$ cat src/rtl/spi_master_mc_pkg.sv
// Shared types and constants for the multi-mode SPI master and its register wrapper.
package spi_master_mc_pkg;

    typedef enum logic [1:0] {
        ST_IDLE  = 2'd0,
        ST_SETUP = 2'd1,
        ST_SHIFT = 2'd2,
        ST_HOLD  = 2'd3
    } spi_state_t;

    // Bit positions of the mode field as packed by the register wrapper.
    localparam int MODE_CPHA_BIT = 0;
    localparam int MODE_CPOL_BIT = 1;
    localparam int MODE_LSB_BIT  = 2;

    function automatic logic at_idle_level(input logic sclk, input logic cpol);
        return sclk == cpol;
    endfunction

endpackage

$ cat src/rtl/spi_master_mc_clkgen.sv
// SCLK generator: divider down-counter with terminal-count tick, SCLK register and edge strobes.
module spi_master_mc_clkgen
    import spi_master_mc_pkg::*;
#(
    parameter int DIV_W = 8
) (
    input  logic             clk,
    input  logic             rst,
    input  logic             load,
    input  logic [DIV_W-1:0] div,
    input  logic             cpol,
    input  logic             run,
    input  logic             shift_en,
    output logic             tick,
    output logic             lead,
    output logic             trail,
    output logic             sclk
);

    logic [DIV_W-1:0] div_q;
    logic [DIV_W-1:0] cnt_q;
    logic             cpol_q;

    assign tick  = run && (cnt_q == '0);
    // SCLK still at idle level when the tick fires means this tick makes the leading edge.
    assign lead  = tick && shift_en && at_idle_level(sclk, cpol_q);
    assign trail = tick && shift_en && !at_idle_level(sclk, cpol_q);

    always_ff @(posedge clk or posedge rst) begin
        if (rst) begin
            div_q  <= '0;
            cnt_q  <= '0;
            cpol_q <= 1'b0;
            sclk   <= 1'b0;
        end else if (load) begin
            div_q  <= div;
            cnt_q  <= div;
            cpol_q <= cpol;
            sclk   <= cpol;
        end else if (tick) begin
            cnt_q <= div_q;
            if (shift_en) begin
                sclk <= ~sclk;
            end
        end else if (run) begin
            cnt_q <= cnt_q - 1'b1;
        end
    end

endmodule

$ cat src/rtl/spi_master_mc.sv
// Multi-mode SPI master: runtime divider, CPOL/CPHA, 1..DATA_W bit transfers, bit order, CS hold.
//
// state | meaning
// IDLE  | rdy=1, MOSI=1, CS kept low only if last transfer asked for hold
// SETUP | one half-period, CS asserted, SCLK at idle level, first bit on MOSI
// SHIFT | 2N SCLK edges, one per half-period
// HOLD  | one half-period at idle level, then result and rdy
module spi_master_mc
    import spi_master_mc_pkg::*;
#(
    parameter int   DATA_W = 32,
    parameter int   NUM_CS = 4,
    parameter int   DIV_W  = 8,
    localparam int  LEN_W  = (DATA_W > 1) ? $clog2(DATA_W) : 1,
    localparam int  CS_W   = (NUM_CS > 1) ? $clog2(NUM_CS) : 1
) (
    input  logic              clk,
    input  logic              rst,
    input  logic              start,
    input  logic [DIV_W-1:0]  div,
    input  logic              cpol,
    input  logic              cpha,
    input  logic              lsb_first,
    input  logic [LEN_W-1:0]  len,
    input  logic [CS_W-1:0]   cs_sel,
    input  logic              cs_hold,
    input  logic [DATA_W-1:0] dataTx,
    output logic [DATA_W-1:0] dataRx,
    output logic              rdy,
    input  logic              MISO,
    output logic              MOSI,
    output logic              SCLK,
    output logic [NUM_CS-1:0] CS_N
);

    localparam logic [LEN_W-1:0] LEN_MAX = LEN_W'(DATA_W - 1);

    spi_state_t        state_q, state_d;
    logic              cpha_q, lsb_q, cs_hold_q;
    logic [LEN_W-1:0]  len_q;
    logic [LEN_W:0]    edge_cnt_q;
    logic [DATA_W-1:0] tx_sr, rx_sr, rx_q;
    logic [NUM_CS-1:0] cs_n_q, cs_dec;
    logic              accept, tick, lead, trail, sample, drive, first_lead;

    assign rdy    = (state_q == ST_IDLE);
    assign accept = start && rdy;

    spi_master_mc_clkgen #(.DIV_W(DIV_W)) u_clkgen (
        .clk      (clk),
        .rst      (rst),
        .load     (accept),
        .div      (div),
        .cpol     (cpol),
        .run      (!rdy),
        .shift_en (state_q == ST_SHIFT),
        .tick     (tick),
        .lead     (lead),
        .trail    (trail),
        .sclk     (SCLK)
    );

    // With cpha=1 the first bit is already on MOSI from SETUP, so the first leading edge keeps it.
    assign first_lead = (edge_cnt_q == {len_q, 1'b1});
    assign sample     = cpha_q ? trail : lead;
    assign drive      = cpha_q ? (lead && !first_lead) : trail;

    always_comb begin
        cs_dec = '1;
        for (int i = 0; i < NUM_CS; i++) begin
            if (cs_sel == CS_W'(i)) begin
                cs_dec[i] = 1'b0;
            end
        end
    end

    always_ff @(posedge clk or posedge rst) begin
        if (rst) begin
            state_q <= ST_IDLE;
        end else begin
            state_q <= state_d;
        end
    end

    always_comb begin
        state_d = state_q;
        case (state_q)
            ST_IDLE:  if (accept) state_d = ST_SETUP;
            ST_SETUP: if (tick) state_d = ST_SHIFT;
            ST_SHIFT: if (tick && edge_cnt_q == '0) state_d = ST_HOLD;
            ST_HOLD:  if (tick) state_d = ST_IDLE;
            default:  state_d = ST_IDLE;
        endcase
    end

    always_ff @(posedge clk or posedge rst) begin
        if (rst) begin
            cpha_q     <= 1'b0;
            lsb_q      <= 1'b0;
            cs_hold_q  <= 1'b0;
            len_q      <= '0;
            edge_cnt_q <= '0;
            tx_sr      <= '0;
            rx_sr      <= '0;
            rx_q       <= '0;
            cs_n_q     <= '1;
        end else begin
            if (accept) begin
                cpha_q    <= cpha;
                lsb_q     <= lsb_first;
                cs_hold_q <= cs_hold;
                len_q     <= len;
                // MSB-first: left-justify so bit len leaves first from the top.
                tx_sr     <= lsb_first ? dataTx : (dataTx << (LEN_MAX - len));
                rx_sr     <= '0;
                cs_n_q    <= cs_dec;
            end
            if (state_q == ST_SETUP && tick) begin
                edge_cnt_q <= {len_q, 1'b1};
            end
            if (state_q == ST_SHIFT && tick) begin
                edge_cnt_q <= edge_cnt_q - 1'b1;
            end
            if (sample) begin
                rx_sr <= lsb_q ? {MISO, rx_sr[DATA_W-1:1]} : {rx_sr[DATA_W-2:0], MISO};
            end
            if (drive) begin
                tx_sr <= lsb_q ? {1'b0, tx_sr[DATA_W-1:1]} : {tx_sr[DATA_W-2:0], 1'b0};
            end
            if (state_q == ST_HOLD && tick) begin
                rx_q <= lsb_q ? (rx_sr >> (LEN_MAX - len_q)) : rx_sr;
                if (!cs_hold_q) begin
                    cs_n_q <= '1;
                end
            end
        end
    end

    assign MOSI   = rdy ? 1'b1 : (lsb_q ? tx_sr[0] : tx_sr[DATA_W-1]);
    assign CS_N   = cs_n_q;
    assign dataRx = rx_q;

endmodule
$ cat config.mk
export PLATFORM = sky130hd
export DESIGN_NAME = spi_master_mc
export DESIGN_NICKNAME = d
export VERILOG_FILES = /design/src/rtl/spi_master_mc_pkg.sv /design/src/rtl/spi_master_mc_clkgen.sv /design/src/rtl/spi_master_mc.sv
export SDC_FILE = /design/constraint.sdc
export NUM_CORES = 1
export LEC_CHECK = 0
export ABC_AREA = 1
export CORE_ASPECT_RATIO = 0.9
export CORE_MARGIN = 2
export CORE_UTILIZATION = 50
export DETAILED_ROUTE_END_ITERATION = 10
export PLACE_DENSITY = 0.69
export SYNTH_ARGS = -nofsm -noshare
export SYNTH_HDL_FRONTEND = slang
export SYNTH_SLANG_ARGS = --single-unit
export TNS_END_PERCENT = 30
$ cat constraint.sdc
create_clock -name clk -period 9 [get_ports clk]
set_input_delay 0.9 -clock clk [delete_from_list [all_inputs] [get_ports clk]]
set_output_delay 0.9 -clock clk [all_outputs]
set_load 0.02 [all_outputs]
==> flow_summary.ini <==
[run]
drv_cap = 0

[worst_setup_path]
timing.rr.start = state_q[0]$_DFFE_PP0P_
cp.arrival_ns = 3.97
start_kind = flip-flop
critical_path_required_ns = 9.32
setup.worst_path.end_class = flip-flop
worst-path-max-fanout = 33
critPathLaunch = state_q[0]$_DFFE_PP0P_
cp-endpoint = rx_sr[0]$_DFFE_PP0P_
reg2reg_depth = 12
critPathKind = reg -> reg
reg2reg_to = rx_sr[0]$_DFFE_PP0P_
r2r_setup_slack_ns = 5.35

[placement]
dpl.hpwl_um = 23270
gp_congestion = 1.024
pre_cts_ws_ns = 5.412
io_buffers = 93

[drt]
vias_per_cell = 5.880
dr.pass1.iters = 6
wl_um = 33040
vias = 11160
final_antenna_net_count = 0
drc = 0
wl_per_cell_um = 17.42
drt_iter0_drc = 1407

[floorplanning]
coreArea_sq_um = 19990
dieArea_sq_um = 21590
pin_count = 94
start_util = 0.5110
die_x_um = 154.6
die_h_um = 139.6
rows = 49

[synth]
synth.distinct_cells = 42
yosys_register_bits = 134
syn_inst = 1609
synth_area_per_cell_sq_um = 6.347
synth_warnings = 0
synth_ff_type = dfrtp_1
synth_top_cell_by_area = dfrtp_1
synth_top_cell_area_share = 0.3185
netlist_area_sq_um = 10210
ys_seq_area_frac = 0.3288
synth_edf_count = 0
synthesis.nets = 1672
synthTopCellsByArea = dfrtp_1, nand2_1, nand3_1
synthArstFlopShare = 1.000

[clock_network]
clock-sinks = 134
clk_latency_ns = 0.43
cts_root_buffer = clkbuf_16
cts_hold_buf = 0
h-tree-depth = 4
clkTransAtPathRegs_ns = 0.07
post-cts-setup-buffer-count = 0
cts_tree = yes
cts_resized = 0
cts_buffers = 17
ctsLongestPathBuffers = 2

[sta]
setup_viol_count_final = 0
fin_skew_ns = 0.01365
hold_viol = 0
fin_crit_sh = 0.4055
setup_ws_ns = 5.351
timing.setup.tns_ns = 0
rsz0062_at_grt = no
slew_violations = 0
slew_headroom = 0.1434
tightest_slew_ns = 1.282
period_needed_ns = 3.649
fmax_ghz = 0.2740

[cells_and_area]
area_growth_pct = 14.67
post_route_cells_drive_above_1_share = 0.04750
antenna_cells = 0
final-seq-area_sq_um = 3361
final_net_count = 1692
multi_input_area_sq_um = 5866
fillers = 1926

[global_route]
gr-total-overflow = 0
antenna_found_initial = 0
grt_usage = 0.3086
grt_pass1_wl_um = 53450
grt_max_degree = 75
grt_pass1_vias = 9949

[power]
p_clk_frac = 0.507
power_frac_seq = 0.390
power_frac_comb = 0.103
powerDensity_nw_per_um2 = 132.7
switching_power_w = 0.0003978
internal-power_w = 0.001157
p_leak_nw = 5.448
peakVddDrop_mv = 0.1185
netSwitchingFraction = 0.2559

[worst_hold_path]
min_path_type = reg -> reg

[run_status]
status = completed
[area by class of cell]
cell class	instances	share of cell area
clock buffers	18	0.03665
clock inverters	14	0.01881
inverters	125	0.04092
multi-input cells	1244	0.5009
flip-flops and latches	134	0.2870
well taps	255	0.02725
repair buffers	107	0.08847
[logic make-up (layout without fill, tap and decap cells)]
family | after synthesis | after routing | share of synthesized area
xor+xnor | 7 | 7 | 0.006004
compound gates | 275 | 275 | 0.1533
buf+inv | 231 | 264 | 0.09679
mux | 6 | 6 | 0.005881
simple gates | 948 | 948 | 0.3994
flops | 134 | 134 | 0.3288
fa+ha+maj | 8 | 8 | 0.009802
[power by group through the flow]
stage	registers, W	logic, W	clock network [W]
after CTS	0.000606	0.000159	0.000796
final	0.000606	0.000160	0.000788
after detailed placement	0.000617	0.000159	0
after global routing	0.000606	0.000177	0.000823
after floorplan	0.000617	0.0000964	0
after global placement	0.000617	0.000159	0
[cell usage in the layout (no fill, tap or decap), drive strengths merged, types with 18 or more instances in the layout]
cell / n
o211ai: 42
a21oi: 86
nor2: 160
o21ai: 101
o22ai: 31
nand2: 452
clkdlybuf4s50: 93
inv: 126
clkbuf: 18
dfrtp: 130
nand3: 318
[state kept, by name, indices dropped and copies added (netlist names), 2 cells and up]
| register | count |
|---|---|
| dataRx | 32 |
| state_q | 2 |
| u_clkgen.cnt_q | 8 |
| edge_cnt_q | 6 |
| u_clkgen.div_q | 8 |
| len_q | 5 |
| rx_sr | 32 |
| tx_sr | 32 |
| CS_N | 4 |
[worst min path at each step]
stage / start / endpoint / slack [ns] / cells past startpoint
2_1_floorplan: u_clkgen.cnt_q[0]$_DFFE_PP0P_ / u_clkgen.cnt_q[0]$_DFFE_PP0P_ / 0.43 / 1
3_3_place_gp: cs_hold_q$_DFFE_PP0N_ / cs_hold_q$_DFFE_PP0N_ / 0.46 / 2
3_5_place_dp: cs_hold_q$_DFFE_PP0N_ / cs_hold_q$_DFFE_PP0N_ / 0.46 / 2
4_1_cts: cs_hold_q$_DFFE_PP0N_ / cs_hold_q$_DFFE_PP0N_ / 0.48 / 2
5_1_grt: CS_N[2]$_DFF_PP1_ / CS_N[2]$_DFF_PP1_ / 0.51 / 2
6_report: cs_hold_q$_DFFE_PP0N_ / cs_hold_q$_DFFE_PP0N_ / 0.48 / 2
[Yosys cell counts, types with 6 or more instances]
| cell type | number |
|---|---|
| o21ai_1 | 9 |
| buf_4 | 7 |
| nand2_1 | 447 |
| xor2_1 | 6 |
| mux2i_1 | 6 |
| nor2_1 | 156 |
| o21ai_0 | 92 |
| o22ai_1 | 31 |
| a21oi_1 | 86 |
| nand3_1 | 314 |
| buf_6 | 7 |
| clkbuf_1 | 47 |
| dfrtp_1 | 130 |
| buf_1 | 15 |
| ha_1 | 8 |
| buf_2 | 30 |
| inv_1 | 114 |
| nand4_1 | 8 |
| o211ai_1 | 40 |
[per-stage QoR]
step	utilization	cell area (sq um)	cells	total power [W]	hold slack [ns]
after detailed placement	0.5534	11060	1865	0.0007753	0.4615
after CTS	0.5859	11710	1897	0.001561	0.4777
after global routing	0.5859	11710	1897	0.001606	0.5087
after global placement	0.5534	11060	1865	0.0007758	0.4558
after floorplan	-	10210	1609	0.0007129	0.4324
final	0.5859	11710	1897	0.001554	0.4762
[metal layers]
| layer | share of wire | global-route usage | vias to the layer above |
|---|---|---|---|
| li1 | - | - | 5412 |
| met1 | 0.46 | 0.4638 | 5175 |
| met2 | 0.42 | 0.4387 | 517 |
| met3 | 0.099 | 0.08222 | 51 |
| met4 | 0.020 | 0.07797 | 0 |
| met5 | 0 | 0 | - |
[critical path: stages, from the launching register on]
cell	delay, ns
dfrtp_1	0.41
inv_1	0.12
ha_1	0.50
inv_4	0.14
nand2_2	0.11
nor2_4	0.05
nand3_4	0.14
nor2_4	0.06
nand2_1	0.07
nand2_1	0.09
inv_2	0.50
nand2_1	0.93
o21ai_0	0.42
(Power assumes the default switching activity.)
